[config.mk]
export PLATFORM = sky130hd
export DESIGN_NAME = rom_download_packer_flat
export DESIGN_NICKNAME = d
export VERILOG_FILES = /design/src/rtl/rom_download_pkg.sv /design/src/rtl/rom_download_packer_if.sv /design/src/rtl/rom_download_packer_fifo.sv /design/src/rtl/rom_download_packer.sv /design/src/flat_wrapper.sv
export SDC_FILE = /design/constraint.sdc
export NUM_CORES = 1
export LEC_CHECK = 0
export BUFFER_PORTS_ARGS = -buffer_cell sky130_fd_sc_hd__buf_2
export CAP_MARGIN = 20
export CORE_MARGIN = 10
export CORE_UTILIZATION = 41
export DETAILED_ROUTE_END_ITERATION = 16
export GPL_TIMING_DRIVEN = 0
export SYNTH_ARGS = -nofsm -noshare
export SYNTH_HDL_FRONTEND = slang
export SYNTH_HIERARCHICAL = 1
export SYNTH_SLANG_ARGS = --single-unit
[constraint.sdc]
create_clock -name clk -period 8.27 [get_ports clk]
set_input_delay 0.827 -clock clk [delete_from_list [all_inputs] [get_ports clk]]
set_output_delay 0.827 -clock clk [all_outputs]
set_load 0.005 [all_outputs]
[src/rtl/rom_download_pkg.sv]
// Shared types and constants for the ROM download packer.
package rom_download_pkg;

  localparam int unsigned LANES    = 4;
  localparam int unsigned DATA_W   = 8 * LANES;
  localparam int unsigned SDRAM_AW = 23;

  typedef enum logic {
    IDLE,
    REQ
  } wr_state_e;

  typedef struct packed {
    logic [SDRAM_AW-1:0] addr;
    logic [DATA_W-1:0]   data;
  } fifo_entry_t;

  // Expand per-lane valid bits into a byte mask over the data word.
  function automatic logic [DATA_W-1:0] lane_mask(input logic [LANES-1:0] lanes);
    logic [DATA_W-1:0] mask;
    mask = '0;
    for (int k = 0; k < int'(LANES); k++) begin
      mask[8*k +: 8] = {8{lanes[k]}};
    end
    return mask;
  endfunction

endpackage

[src/rtl/rom_download_packer_if.sv]
// SDRAM controller request/acknowledge write port.
interface rom_download_packer_if;
  import rom_download_pkg::*;

  logic [SDRAM_AW-1:0] sdram_addr;
  logic [DATA_W-1:0]   sdram_data;
  logic                sdram_we;
  logic                sdram_req;
  logic                sdram_ack;

  modport master (
    output sdram_addr,
    output sdram_data,
    output sdram_we,
    output sdram_req,
    input  sdram_ack
  );

  modport slave (
    input  sdram_addr,
    input  sdram_data,
    input  sdram_we,
    input  sdram_req,
    output sdram_ack
  );

endinterface

[src/rtl/rom_download_packer_fifo.sv]
// Word FIFO accepting up to two ordered pushes per cycle; exposes head and head+1.
module sync_fifo #(
  parameter int unsigned WIDTH = 8,
  parameter int unsigned DEPTH = 4
) (
  input  logic                     clk,
  input  logic                     reset,
  input  logic                     push_i,
  input  logic [WIDTH-1:0]         push_data_i,
  input  logic                     push2_i,
  input  logic [WIDTH-1:0]         push2_data_i,
  input  logic                     pop_i,
  output logic [WIDTH-1:0]         head_o,
  output logic [WIDTH-1:0]         next_o,
  output logic                     empty_o,
  output logic [$clog2(DEPTH):0]   count_o
);

  localparam int unsigned PW = $clog2(DEPTH);
  localparam int unsigned CW = PW + 1;

  logic [WIDTH-1:0] mem_q [DEPTH];
  logic [PW-1:0]    wr_ptr_q, wr_ptr_d;
  logic [PW-1:0]    rd_ptr_q, rd_ptr_d;
  logic [CW-1:0]    count_q, count_d;
  logic [CW-1:0]    push_n;
  logic             empty_q;

  always_comb begin
    push_n   = CW'(push_i) + CW'(push_i & push2_i);
    wr_ptr_d = wr_ptr_q + PW'(push_n);
    rd_ptr_d = rd_ptr_q + PW'(pop_i);
    count_d  = count_q + push_n - CW'(pop_i);
  end

  always_ff @(posedge clk) begin
    if (reset) begin
      wr_ptr_q <= '0;
      rd_ptr_q <= '0;
      count_q  <= '0;
      empty_q  <= 1'b1;
    end else begin
      wr_ptr_q <= wr_ptr_d;
      rd_ptr_q <= rd_ptr_d;
      count_q  <= count_d;
      empty_q  <= (count_d == '0);
    end
  end

  // Storage is not reset; pointer reset discards contents.
  always_ff @(posedge clk) begin
    if (push_i) begin
      mem_q[wr_ptr_q] <= push_data_i;
    end
    if (push_i && push2_i) begin
      mem_q[wr_ptr_q + PW'(1)] <= push2_data_i;
    end
  end

  assign head_o  = mem_q[rd_ptr_q];
  assign next_o  = mem_q[rd_ptr_q + PW'(1)];
  assign empty_o = empty_q;
  assign count_o = count_q;

endmodule

[src/rtl/rom_download_packer.sv]
// Packs the HPS download byte stream into 32-bit words and writes them to SDRAM.
module rom_download_packer
  import rom_download_pkg::*;
#(
  parameter int unsigned ADDR_WIDTH = 20,
  parameter int unsigned FIFO_DEPTH = 4
) (
  input  logic                  clk,
  input  logic                  reset,
  input  logic                  ioctl_download,
  input  logic                  ioctl_wr,
  input  logic [ADDR_WIDTH-1:0] ioctl_addr,
  input  logic [7:0]            ioctl_data,
  output logic                  ioctl_wait,
  rom_download_packer_if.master sdram,
  output logic                  rom_ready
);

  localparam int unsigned WA_W    = ADDR_WIDTH - 2;
  localparam int unsigned CW      = $clog2(FIFO_DEPTH) + 1;
  localparam int unsigned ENTRY_W = $bits(fifo_entry_t);

  function automatic fifo_entry_t make_entry(input logic [WA_W-1:0] waddr,
                                             input logic [DATA_W-1:0] data);
    fifo_entry_t e;
    e.addr = SDRAM_AW'({waddr, 1'b0});
    e.data = data;
    return e;
  endfunction

  logic              dl_q;
  logic              dl_rise, dl_fall, byte_en;
  logic [WA_W-1:0]   byte_waddr;
  logic [1:0]        byte_lane;

  logic              pend_q, pend_d;
  logic [WA_W-1:0]   pend_addr_q, pend_addr_d;
  logic [DATA_W-1:0] pend_data_q, pend_data_d;
  logic [LANES-1:0]  pend_lanes_q, pend_lanes_d;

  logic              flush_push, done_push;
  logic [DATA_W-1:0] base_data, merged_data;
  logic [LANES-1:0]  base_lanes, merged_lanes;
  fifo_entry_t       flush_entry, done_entry;

  logic              fifo_push, fifo_push2, fifo_pop, fifo_empty;
  logic [CW-1:0]     fifo_count;
  fifo_entry_t       fifo_push_data, fifo_push2_data, head, nxt;
  logic [ENTRY_W-1:0] head_raw, next_raw;

  wr_state_e           state_q, state_d;
  logic                req_q, req_d;
  logic [SDRAM_AW-1:0] addr_q, addr_d;
  logic [DATA_W-1:0]   data_q, data_d;
  logic                wait_q;
  logic                ready_q, ready_d;

  assign dl_rise    = ioctl_download & ~dl_q;
  assign dl_fall    = ~ioctl_download & dl_q;
  assign byte_en    = ioctl_wr & ioctl_download;
  assign byte_waddr = ioctl_addr[ADDR_WIDTH-1:2];
  assign byte_lane  = ioctl_addr[1:0];

  // Merge bytes into the pending word; a single byte may flush the old word and complete a new one.
  always_comb begin : packer_comb
    pend_d       = pend_q;
    pend_addr_d  = pend_addr_q;
    pend_data_d  = pend_data_q;
    pend_lanes_d = pend_lanes_q;
    flush_push   = 1'b0;
    done_push    = 1'b0;
    base_data    = '0;
    base_lanes   = '0;
    merged_data  = '0;
    merged_lanes = '0;
    flush_entry  = make_entry(pend_addr_q, pend_data_q & lane_mask(pend_lanes_q));
    if (byte_en) begin
      if (pend_q && (byte_waddr == pend_addr_q)) begin
        base_data  = pend_data_q;
        base_lanes = pend_lanes_q;
      end else if (pend_q) begin
        flush_push = 1'b1;
      end
      merged_data                          = base_data;
      merged_data[{byte_lane, 3'b000} +: 8] = ioctl_data;
      merged_lanes = base_lanes | (LANES'(1) << byte_lane);
      if (byte_lane == 2'd3) begin
        done_push = 1'b1;
        pend_d    = 1'b0;
      end else begin
        pend_d       = 1'b1;
        pend_addr_d  = byte_waddr;
        pend_data_d  = merged_data;
        pend_lanes_d = merged_lanes;
      end
    end else if (dl_fall && pend_q) begin
      flush_push = 1'b1;
      pend_d     = 1'b0;
    end
    done_entry = make_entry(byte_waddr, merged_data & lane_mask(merged_lanes));
  end

  assign fifo_push       = flush_push | done_push;
  assign fifo_push2      = flush_push & done_push;
  assign fifo_push_data  = flush_push ? flush_entry : done_entry;
  assign fifo_push2_data = done_entry;

  sync_fifo #(
    .WIDTH (ENTRY_W),
    .DEPTH (FIFO_DEPTH)
  ) u_fifo (
    .clk          (clk),
    .reset        (reset),
    .push_i       (fifo_push),
    .push_data_i  (fifo_push_data),
    .push2_i      (fifo_push2),
    .push2_data_i (fifo_push2_data),
    .pop_i        (fifo_pop),
    .head_o       (head_raw),
    .next_o       (next_raw),
    .empty_o      (fifo_empty),
    .count_o      (fifo_count)
  );

  assign head = head_raw;
  assign nxt  = next_raw;

  // Writer: keep req high across back-to-back entries so no idle cycle separates them.
  always_comb begin : writer_comb
    state_d  = state_q;
    req_d    = req_q;
    addr_d   = addr_q;
    data_d   = data_q;
    fifo_pop = 1'b0;
    case (state_q)
      IDLE: begin
        if (!fifo_empty) begin
          addr_d  = head.addr;
          data_d  = head.data;
          req_d   = 1'b1;
          state_d = REQ;
        end
      end
      REQ: begin
        if (sdram.sdram_ack) begin
          fifo_pop = 1'b1;
          if (fifo_count > CW'(1)) begin
            addr_d = nxt.addr;
            data_d = nxt.data;
          end else begin
            req_d   = 1'b0;
            state_d = IDLE;
          end
        end
      end
      default: state_d = IDLE;
    endcase
  end

  always_comb begin : ready_comb
    ready_d = ready_q;
    if (dl_rise) begin
      ready_d = 1'b0;
    end else if (!ioctl_download && !dl_q && !pend_q && fifo_empty && (state_q == IDLE)) begin
      ready_d = 1'b1;
    end
  end

  always_ff @(posedge clk) begin
    if (reset) begin
      dl_q         <= 1'b0;
      pend_q       <= 1'b0;
      pend_addr_q  <= '0;
      pend_data_q  <= '0;
      pend_lanes_q <= '0;
      state_q      <= IDLE;
      req_q        <= 1'b0;
      addr_q       <= '0;
      data_q       <= '0;
      wait_q       <= 1'b0;
      ready_q      <= 1'b0;
    end else begin
      dl_q         <= ioctl_download;
      pend_q       <= pend_d;
      pend_addr_q  <= pend_addr_d;
      pend_data_q  <= pend_data_d;
      pend_lanes_q <= pend_lanes_d;
      state_q      <= state_d;
      req_q        <= req_d;
      addr_q       <= addr_d;
      data_q       <= data_d;
      wait_q       <= (fifo_count >= CW'(FIFO_DEPTH - 1));
      ready_q      <= ready_d;
    end
  end

  assign sdram.sdram_addr = addr_q;
  assign sdram.sdram_data = data_q;
  assign sdram.sdram_req  = req_q;
  assign sdram.sdram_we   = req_q;
  assign ioctl_wait       = wait_q;
  assign rom_ready        = ready_q;

endmodule
[src/flat_wrapper.sv]
// flat-port wrapper written by rule: the top's interface ports become plain ports
module rom_download_packer_flat import rom_download_pkg::*;
#(
  parameter int unsigned ADDR_WIDTH = 20,
  parameter int unsigned FIFO_DEPTH = 4
)
  (clk, reset, ioctl_download, ioctl_wr, ioctl_addr, ioctl_data, ioctl_wait, rom_ready, sdram_sdram_addr, sdram_sdram_data, sdram_sdram_we, sdram_sdram_req, sdram_sdram_ack);
  rom_download_packer_if sdram_i ();
  input  logic clk;
  input  logic reset;
  input  logic ioctl_download;
  input  logic ioctl_wr;
  input  logic [ADDR_WIDTH-1:0] ioctl_addr;
  input  logic [7:0] ioctl_data;
  output logic ioctl_wait;
  output logic rom_ready;
  output wire logic [$bits(sdram_i.sdram_addr)-1:0] sdram_sdram_addr;
  output wire logic [$bits(sdram_i.sdram_data)-1:0] sdram_sdram_data;
  output wire logic [$bits(sdram_i.sdram_we)-1:0] sdram_sdram_we;
  output wire logic [$bits(sdram_i.sdram_req)-1:0] sdram_sdram_req;
  input wire logic [$bits(sdram_i.sdram_ack)-1:0] sdram_sdram_ack;
  assign sdram_sdram_addr = sdram_i.sdram_addr;
  assign sdram_sdram_data = sdram_i.sdram_data;
  assign sdram_sdram_we = sdram_i.sdram_we;
  assign sdram_sdram_req = sdram_i.sdram_req;
  assign sdram_i.sdram_ack = sdram_sdram_ack;
  rom_download_packer #(.ADDR_WIDTH(ADDR_WIDTH), .FIFO_DEPTH(FIFO_DEPTH)) u_core (.clk(clk), .reset(reset), .ioctl_download(ioctl_download), .ioctl_wr(ioctl_wr), .ioctl_addr(ioctl_addr), .ioctl_data(ioctl_data), .ioctl_wait(ioctl_wait), .sdram(sdram_i), .rom_ready(rom_ready));
endmodule
==> flow_metrics.py, run 1 <==
metrics = {
    "setup_path": {
        "startpoint_type": "primary input",
        "regToRegEndpoint": "u_core/u_fifo/empty_o$_SDFF_PP1_",
        "cp-endpoint": "u_core/u_fifo/empty_o$_SDFF_PP1_",
        "reg2reg_slack_ps": 4130,
        "path_class": "in -> reg",
        "cp_max_fo": 10,
        "endpoint_kind": "flip-flop",
        "critPathArrivalTime_ps": 4660,
        "crit_path_start": "ioctl_addr[16]",
        "worst_r2r_path_depth": 18,
        "cp.required_ps": 8710,
        "r2r-start": "u_core/pend_addr_q[14]$_SDFFE_PP0P_",
    },
    "synthesis": {
        "synth.top_cell.area_share_pct": 35.5,
        "yosysWarningCount": 6,
        "syn_inst": 1402,
        "async_flop_share_pct": 0,
        "yosys-top-cells-area": "edfxtp_1 (35%), mux2_2 (14%), mux4_2 (13%)",
        "yosysSeqAreaShare_pct": 48.7,
        "synth_cell_types": 54,
        "ys.flop_type": "edfxtp_1",
        "synth.cell_area_sq_um": 18600,
        "synth_largest_area_cell": "edfxtp_1",
        "synth_common_cells": "mux2_2 (234), edfxtp_1 (220), dfxtp_1 (123)",
        "ys_ff_latch": 343,
        "synth.most_common_cell": "mux2_2",
        "synth_edf_count": 220,
        "synth_area_per_cell_sq_um": 13.3,
    },
    "place": {
        "gp_congestion": 0.844,
        "dp.cells": 2140,
        "dp_hpwl_mm": 35.0,
        "numPortBuffers": 91,
    },
    "timing": {
        "finalSetupTns_ps": 0,
        "fmax_mhz": 237,
        "finalCritPeriodShare_pct": 51.1,
        "rsz0062_at_grt": "false",
        "worst_pin_slew_ps": 990,
        "report.final.slew_viol_count": 0,
        "slew_headroom_pct": 34.0,
        "fin_crit_ps": 4220,
        "hold_violations": 0,
        "fin_skew_ps": 27.5,
        "finalSetupViolations": 0,
    },
    "layout": {
        "fillers": 4041,
        "num-nets-final": 1629,
        "instances_no_fill": 2213,
        "fin_util_pct": 47.5,
        "drive_gt1_share_pct": 36.2,
        "area_growth_pct": 15.2,
    },
    "global_route": {
        "grt_pass1_vias": 12800,
        "grt_max_degree": 33,
        "grt.total_usage_pct": 18.7,
        "antenna_found_initial": 3,
        "grt_pass1_wl_mm": 77.9,
        "overflow": 0,
    },
    "clock_network": {
        "clk_latency_ps": 550,
        "clockBufferDepth": 3,
        "h-tree-depth": 2,
        "post_cts_resized": 0,
        "cts_buffers": 40,
        "postCtsSetupBuffers": 0,
        "holdBufCountCts": 0,
        "cts.sinks": 343,
        "tritoncts": "yes",
        "clkSlewWorstSetupHoldPaths_ps": 60,
        "cts-root-buf": "clkbuf_16",
    },
    "drt": {
        "first_pass_iters": 7,
        "ant_nets": 0,
        "vias_per_cell": 5.70,
        "drt_iter0_drc": 1145,
        "wire_per_inst_um": 23.2,
        "wirelength_mm": 51.3,
        "drc": 0,
        "route.vias.total": 12600,
    },
    "worst_hold_path": {
        "hold_class": "reg -> reg",
        "min_path_cells": 2,
    },
    "die": {
        "dieHeight_um": 233,
        "start_util_pct": 41.3,
        "core_area_sq_um": 45100,
        "io_pins": 92,
        "dieArea_sq_um": 54300,
        "fp.dieW_um": 233,
        "placementRows": 78,
    },
    "pwr": {
        "p_leak_nw": 7.48,
        "irDropWorstVdd_v": 0.000164,
        "p_per_area_nw_per_um2": 226,
    },
    "run": {
        "cap_violations": 0,
    },
    "outcome": {
        "outcome": "finished clean",
    },
}
## area by class of cell
class | instances | area (sq um) | area share (%)
antenna | 1 | 2.50 | 0.0117
buffer | 107 | 584 | 2.73
clock buffer | 54 | 1140 | 5.34
clock inverter | 18 | 145 | 0.677
inverter | 12 | 45.0 | 0.210
multi-input combinational | 979 | 9080 | 42.4
sequential | 343 | 9070 | 42.3
tap | 600 | 751 | 3.50
timing repair buffer | 99 | 611 | 2.85
## power breakdown
part	internal, mW	switching (mW)
clock network	1.03	0.712
registers	1.96	0.0698
logic	0.473	0.596
## layer usage
| layer | up-vias | wire length, um | track usage, % |
|---|---|---|---|
| met2 | 345 | 24800 | 31.1 |
| met1 | 6439 | 22500 | 25.2 |
| met5 | - | 39 | 0 |
| li1 | 5756 | - | - |
| met4 | 6 | 900 | 4.16 |
| met3 | 64 | 2950 | 2.96 |
## through the flow
stage,instance area (sq um),setup WS (ps),power [mW],hold slack (ps)
floorplan,18800,3210,2.75,459
global placement,20000,-76.9,3.13,466
detailed placement,20100,3530,3.15,473
CTS,21400,4080,4.91,481
global route,21400,3850,5.08,499
finish,21400,4050,4.84,481
## sequential cells by signal (all words and copies together) (netlist names), 2 cells and up
| register | flops |
|---|---|
| u_core/u_fifo/wr_ptr_q | 2 |
| u_core/pend_data_q | 32 |
| u_core/u_fifo/count_o | 3 |
| u_core/sdram.sdram_addr | 23 |
| u_core/pend_lanes_q | 4 |
| u_core/u_fifo/mem_q | 220 |
| u_core/sdram.sdram_data | 32 |
| u_core/pend_addr_q | 18 |
| u_core/u_fifo/rd_ptr_q | 2 |
## critical path: stages
cell	delay [ps]
buf_2	140
xor2_1	140
nor4_1	520
and3_1	330
buf_6	180
a31o_2	310
buf_4	250
nor2_1	70
buf_4	170
nor2b_1	160
inv_1	60
ha_1	270
inv_1	60
ha_1	130
inv_1	50
fa_1	430
xnor2_1	150
xnor2_1	150
a31o_2	250
## cell families (layout without fill, tap and decap cells)
family / Yosys count / count (layout) / synth area share, %
and+or+nand+nor: 271 / 271 / 6.75
AOI/OAI and AO/OA: 228 / 228 / 8.30
other: 1 / 41 / 0.0202
xor gates and xnor gates: 23 / 23 / 1.08
DFF: 343 / 343 / 48.7
buffers and inverters: 119 / 290 / 3.38
adders and majority gates: 14 / 14 / 0.982
muxes: 403 / 403 / 30.8
## placed cells by master (no fill, tap or decap), types with 6 or more instances in the layout
master and instances:
nand2_1 111, mux4_2 110, conb_1 40, clkbuf_1 50, buf_12 7, buf_6 17, buf_2 119, edfxtp_1 220
o2bb2ai_1 31, nor3_1 6, clkbuf_16 41, clkinv_1 6, a21oi_1 122, mux2_2 234, buf_1 12, inv_1 11
clkbuf_8 7, mux2i_1 55, dfxtp_1 123, xor2_1 18, nor2b_1 6, clkinv_2 8, ha_1 13, a211oi_1 55
nor2_1 108
## worst min path at each step
stage | slack (ps) | start | endpoint
after floorplan | 460 | u_core/pend_addr_q[0]$_SDFFE_PP0P_ | u_core/pend_addr_q[0]$_SDFFE_PP0P_
after global placement | 470 | u_core/pend_addr_q[9]$_SDFFE_PP0P_ | u_core/pend_addr_q[9]$_SDFFE_PP0P_
after detailed placement | 470 | u_core/pend_addr_q[10]$_SDFFE_PP0P_ | u_core/pend_addr_q[10]$_SDFFE_PP0P_
after CTS | 480 | u_core/pend_addr_q[10]$_SDFFE_PP0P_ | u_core/pend_addr_q[10]$_SDFFE_PP0P_
after global routing | 500 | u_core/pend_addr_q[12]$_SDFFE_PP0P_ | u_core/pend_addr_q[12]$_SDFFE_PP0P_
final | 480 | u_core/pend_addr_q[2]$_SDFFE_PP0P_ | u_core/pend_addr_q[2]$_SDFFE_PP0P_
No activity file was read; power rests on OpenSTA's default activity.
==> run 2: changes to the inputs <==
ABC_AREA = 1   (was not set)
clock period = 4 ns   (was 8.27 ns; I/O delays follow)
==> run 2 against run 1 <==
Compared with the run above:
- design area increased by 6.1%
- critical path type is now reg -> reg
- combinational power rose to 2.5 times the previous value
- non-clock buffer count rose by 83
- cell count increased by 56%
==> flow_metrics.py, run 2 <==
metrics = {
    "layout": {
        "regMostFlops": "u_core/u_fifo/mem_q",
        "n_antenna_cell": 0,
        "area_growth_pct": 14.3,
        "instances_no_fill": 3442,
        "multiInputGateArea_sq_um": 8810,
        "layout_common_cells": "nand2_1 (697), o21ai_0 (273), nor2_1 (244)",
        "largest_reg_flops": 220,
        "register_area_sq_um": 9070,
        "num-nets-final": 2843,
        "drive_gt1_share_pct": 12.1,
        "fillers": 4706,
        "layout_commonest_cell": "nand2_1",
    },
    "clock_network": {
        "h-tree-depth": 2,
        "clk_latency_ps": 580,
        "cts_buffers": 40,
        "cts-root-buf": "clkbuf_16",
        "clockBufferDepth": 3,
        "cts.sinks": 343,
        "postCtsSetupBuffers": 0,
        "clkSlewWorstSetupHoldPaths_ps": 60,
        "tritoncts": "yes",
    },
    "drt": {
        "wirelength_mm": 71.9,
        "drt_iter0_drc": 2625,
        "wire_per_inst_um": 20.9,
        "first_pass_iters": 6,
        "ant_nets": 0,
        "drc": 0,
        "route.vias.total": 19300,
        "vias_per_cell": 5.60,
    },
    "setup_path": {
        "r2r-start": "u_core/pend_addr_q[16]$_SDFFE_PP0P_",
        "critPathArrivalTime_ps": 4050,
        "endpoint_kind": "flip-flop",
        "cp_max_fo": 21,
        "worst_r2r_path_depth": 20,
        "regToRegEndpoint": "u_core/u_fifo/mem_q[3][21]$_DFFE_PP_",
        "path_class": "reg -> reg",
        "cp.required_ps": 4320,
        "startpoint_type": "flip-flop",
        "reg2reg_slack_ps": 270,
    },
    "worst_hold_path": {
        "hold_class": "in -> reg",
        "hold_path_end": "u_core/rom_ready$_SDFFE_PP0P_",
        "min_path_cells": 2,
        "min_from": "ioctl_download",
    },
    "die": {
        "io_pins": 92,
        "dieArea_sq_um": 57700,
        "placementRows": 80,
        "dieHeight_um": 240,
        "fp.dieW_um": 240,
        "core_area_sq_um": 47800,
        "start_util_pct": 41.6,
    },
    "timing": {
        "fin_crit_ps": 3730,
        "finalSetupViolations": 0,
        "hold_violations": 0,
        "finalCritPeriodShare_pct": 93.1,
        "slew_headroom_pct": 20.0,
        "rsz0062_at_grt": "false",
        "worst_pin_slew_ps": 1190,
        "report.final.slew_viol_count": 0,
        "fin_skew_ps": 25.4,
        "fmax_mhz": 268,
        "setup_slack_ps": 275,
    },
    "synthesis": {
        "synth_largest_area_cell": "edfxtp_1",
        "synth_edf_count": 220,
        "yosys-top-cells-area": "edfxtp_1 (33%), nand2_1 (13%), dfxtp_1 (12%)",
        "synth.most_common_cell": "nand2_1",
        "async_flop_share_pct": 0,
        "ys.flop_type": "edfxtp_1",
        "synth.top_cell.area_share_pct": 33.2,
        "yosysWarningCount": 6,
        "syn_inst": 2636,
        "synth_common_cells": "nand2_1 (699), o21ai_0 (275), nor2_1 (245)",
        "synth_area_per_cell_sq_um": 7.54,
        "ys_ff_latch": 343,
        "synth_cell_types": 35,
        "synth.cell_area_sq_um": 19900,
        "yosysSeqAreaShare_pct": 45.6,
    },
    "pwr": {
        "total_power_mw": 11.0,
        "irDropWorstVdd_v": 0.000253,
        "p_per_area_nw_per_um2": 483,
        "p_leak_nw": 9.43,
    },
    "global_route": {
        "grt_pass1_wl_mm": 108,
        "grt_max_degree": 56,
        "antenna_found_initial": 0,
        "overflow": 0,
        "grt_pass1_vias": 18100,
        "grt.total_usage_pct": 24.4,
    },
    "place": {
        "dp_hpwl_mm": 51.9,
        "dp.cells": 3371,
        "pre_cts_slack_ps": -633,
        "gp_congestion": 0.923,
        "numPortBuffers": 91,
    },
    "outcome": {
        "outcome": "finished clean",
    },
    "run": {
        "cap_violations": 0,
    },
}
## run 2: cell count changes after synthesis, sizes merged, moves of 55 or more
cell   change
nand3    +112
inv      +237
mux2     -238
o21ai    +447
mux2i     -55
nor2     +139
nand2    +595
mux4     -110
## run 2: repair_timing
action,CTS,global route
setup endpoints to repair,110,126
resized for setup,3,3
hold buffers,0,0
endpoints found under the hold margin,0,0
## run 2: where the power goes
group          leakage [nW]  internal (mW)  total, mW  switching [mW]
Clock                 0.642           2.28       3.87            1.59
Combinational          5.70          0.865       2.70            1.83
Sequential             3.09           4.15       4.42           0.267
Total                  9.43           7.29       11.0            3.69
## run 2: cell families (layout without fill, tap and decap cells)
group           Yosys count  in the layout  share of synthesized area, %
compound gates          697            697                          19.2
xor+xnor                  7              7                         0.308
fa+ha+maj                14             14                         0.919
buf+inv                 444            611                          10.9
flops                   343            343                          45.6
other cells               1             25                        0.0189
simple gates           1130           1130                          23.1
## run 2: how the worst max path moves through the flow
stage / startpoint / endpoint / slack, ps / cells after the start
finish: u_core/pend_addr_q[16]$_SDFFE_PP0P_ / u_core/u_fifo/mem_q[3][21]$_DFFE_PP_ / 270 / 20
global route: u_core/pend_addr_q[17]$_SDFFE_PP0P_ / u_core/u_fifo/empty_o$_SDFF_PP1_ / 80 / 26
CTS: u_core/pend_addr_q[16]$_SDFFE_PP0P_ / u_core/u_fifo/mem_q[3][2]$_DFFE_PP_ / 60 / 21
detailed placement: ioctl_addr[19] / u_core/u_fifo/mem_q[2][14]$_DFFE_PP_ / -630 / 19
global placement: ioctl_addr[18] / u_core/u_fifo/mem_q[2][14]$_DFFE_PP_ / -2170 / 19
floorplan: ioctl_addr[12] / u_core/u_fifo/mem_q[2][0]$_DFFE_PP_ / 310 / 18
## run 2: per-stage QoR
| stage | TNS [ps] | util [%] | hold WS [ps] | area [sq um] |
|---|---|---|---|---|
| final | 0 | 47.5 | 58.0 | 22700 |
| after global routing | 0 | 47.5 | 63.5 | 22700 |
| after CTS | 0 | 47.5 | 31.5 | 22700 |
| after detailed placement | -63490 | 44.6 | 483 | 21300 |
| after global placement | -378600 | 44.3 | 476 | 21200 |
| after floorplan | 0 | - | 461 | 20000 |
## run 2: cell type report
class,count,share of cell area [%]
multi-input cells,1873,38.8
repair buffers,96,2.48
flip-flops and latches,343,39.9
clock buffers,44,4.56
plain buffers,193,5.36
inverters,249,4.12
well taps,615,3.38
clock inverters,29,1.46
## run 2: routing by layer
metal / global-route usage (%) / up-vias / share of wire [%]
met2: 39.0 / 1069 / 45
met1: 32.3 / 8951 / 42
met5: 0 / - / 0
met4: 8.76 / 0 / 3.3
met3: 4.83 / 158 / 10
li1: - / 9108 / -
## run 2: worst max-delay path, stage by stage, from the launching register on
cell,delay (ps)
dfxtp_1,340
inv_1,50
nand2_1,50
nand2_1,60
nor2_2,210
nand3_1,210
nor2_4,250
nand2_1,120
nand2_1,70
nand2_1,50
nand2_1,110
buf_6,240
nand2_1,180
nand2_2,210
inv_2,70
nand2_1,270
buf_6,270
buf_6,210
o21ai_4,100
buf_12,190
buf_16,170
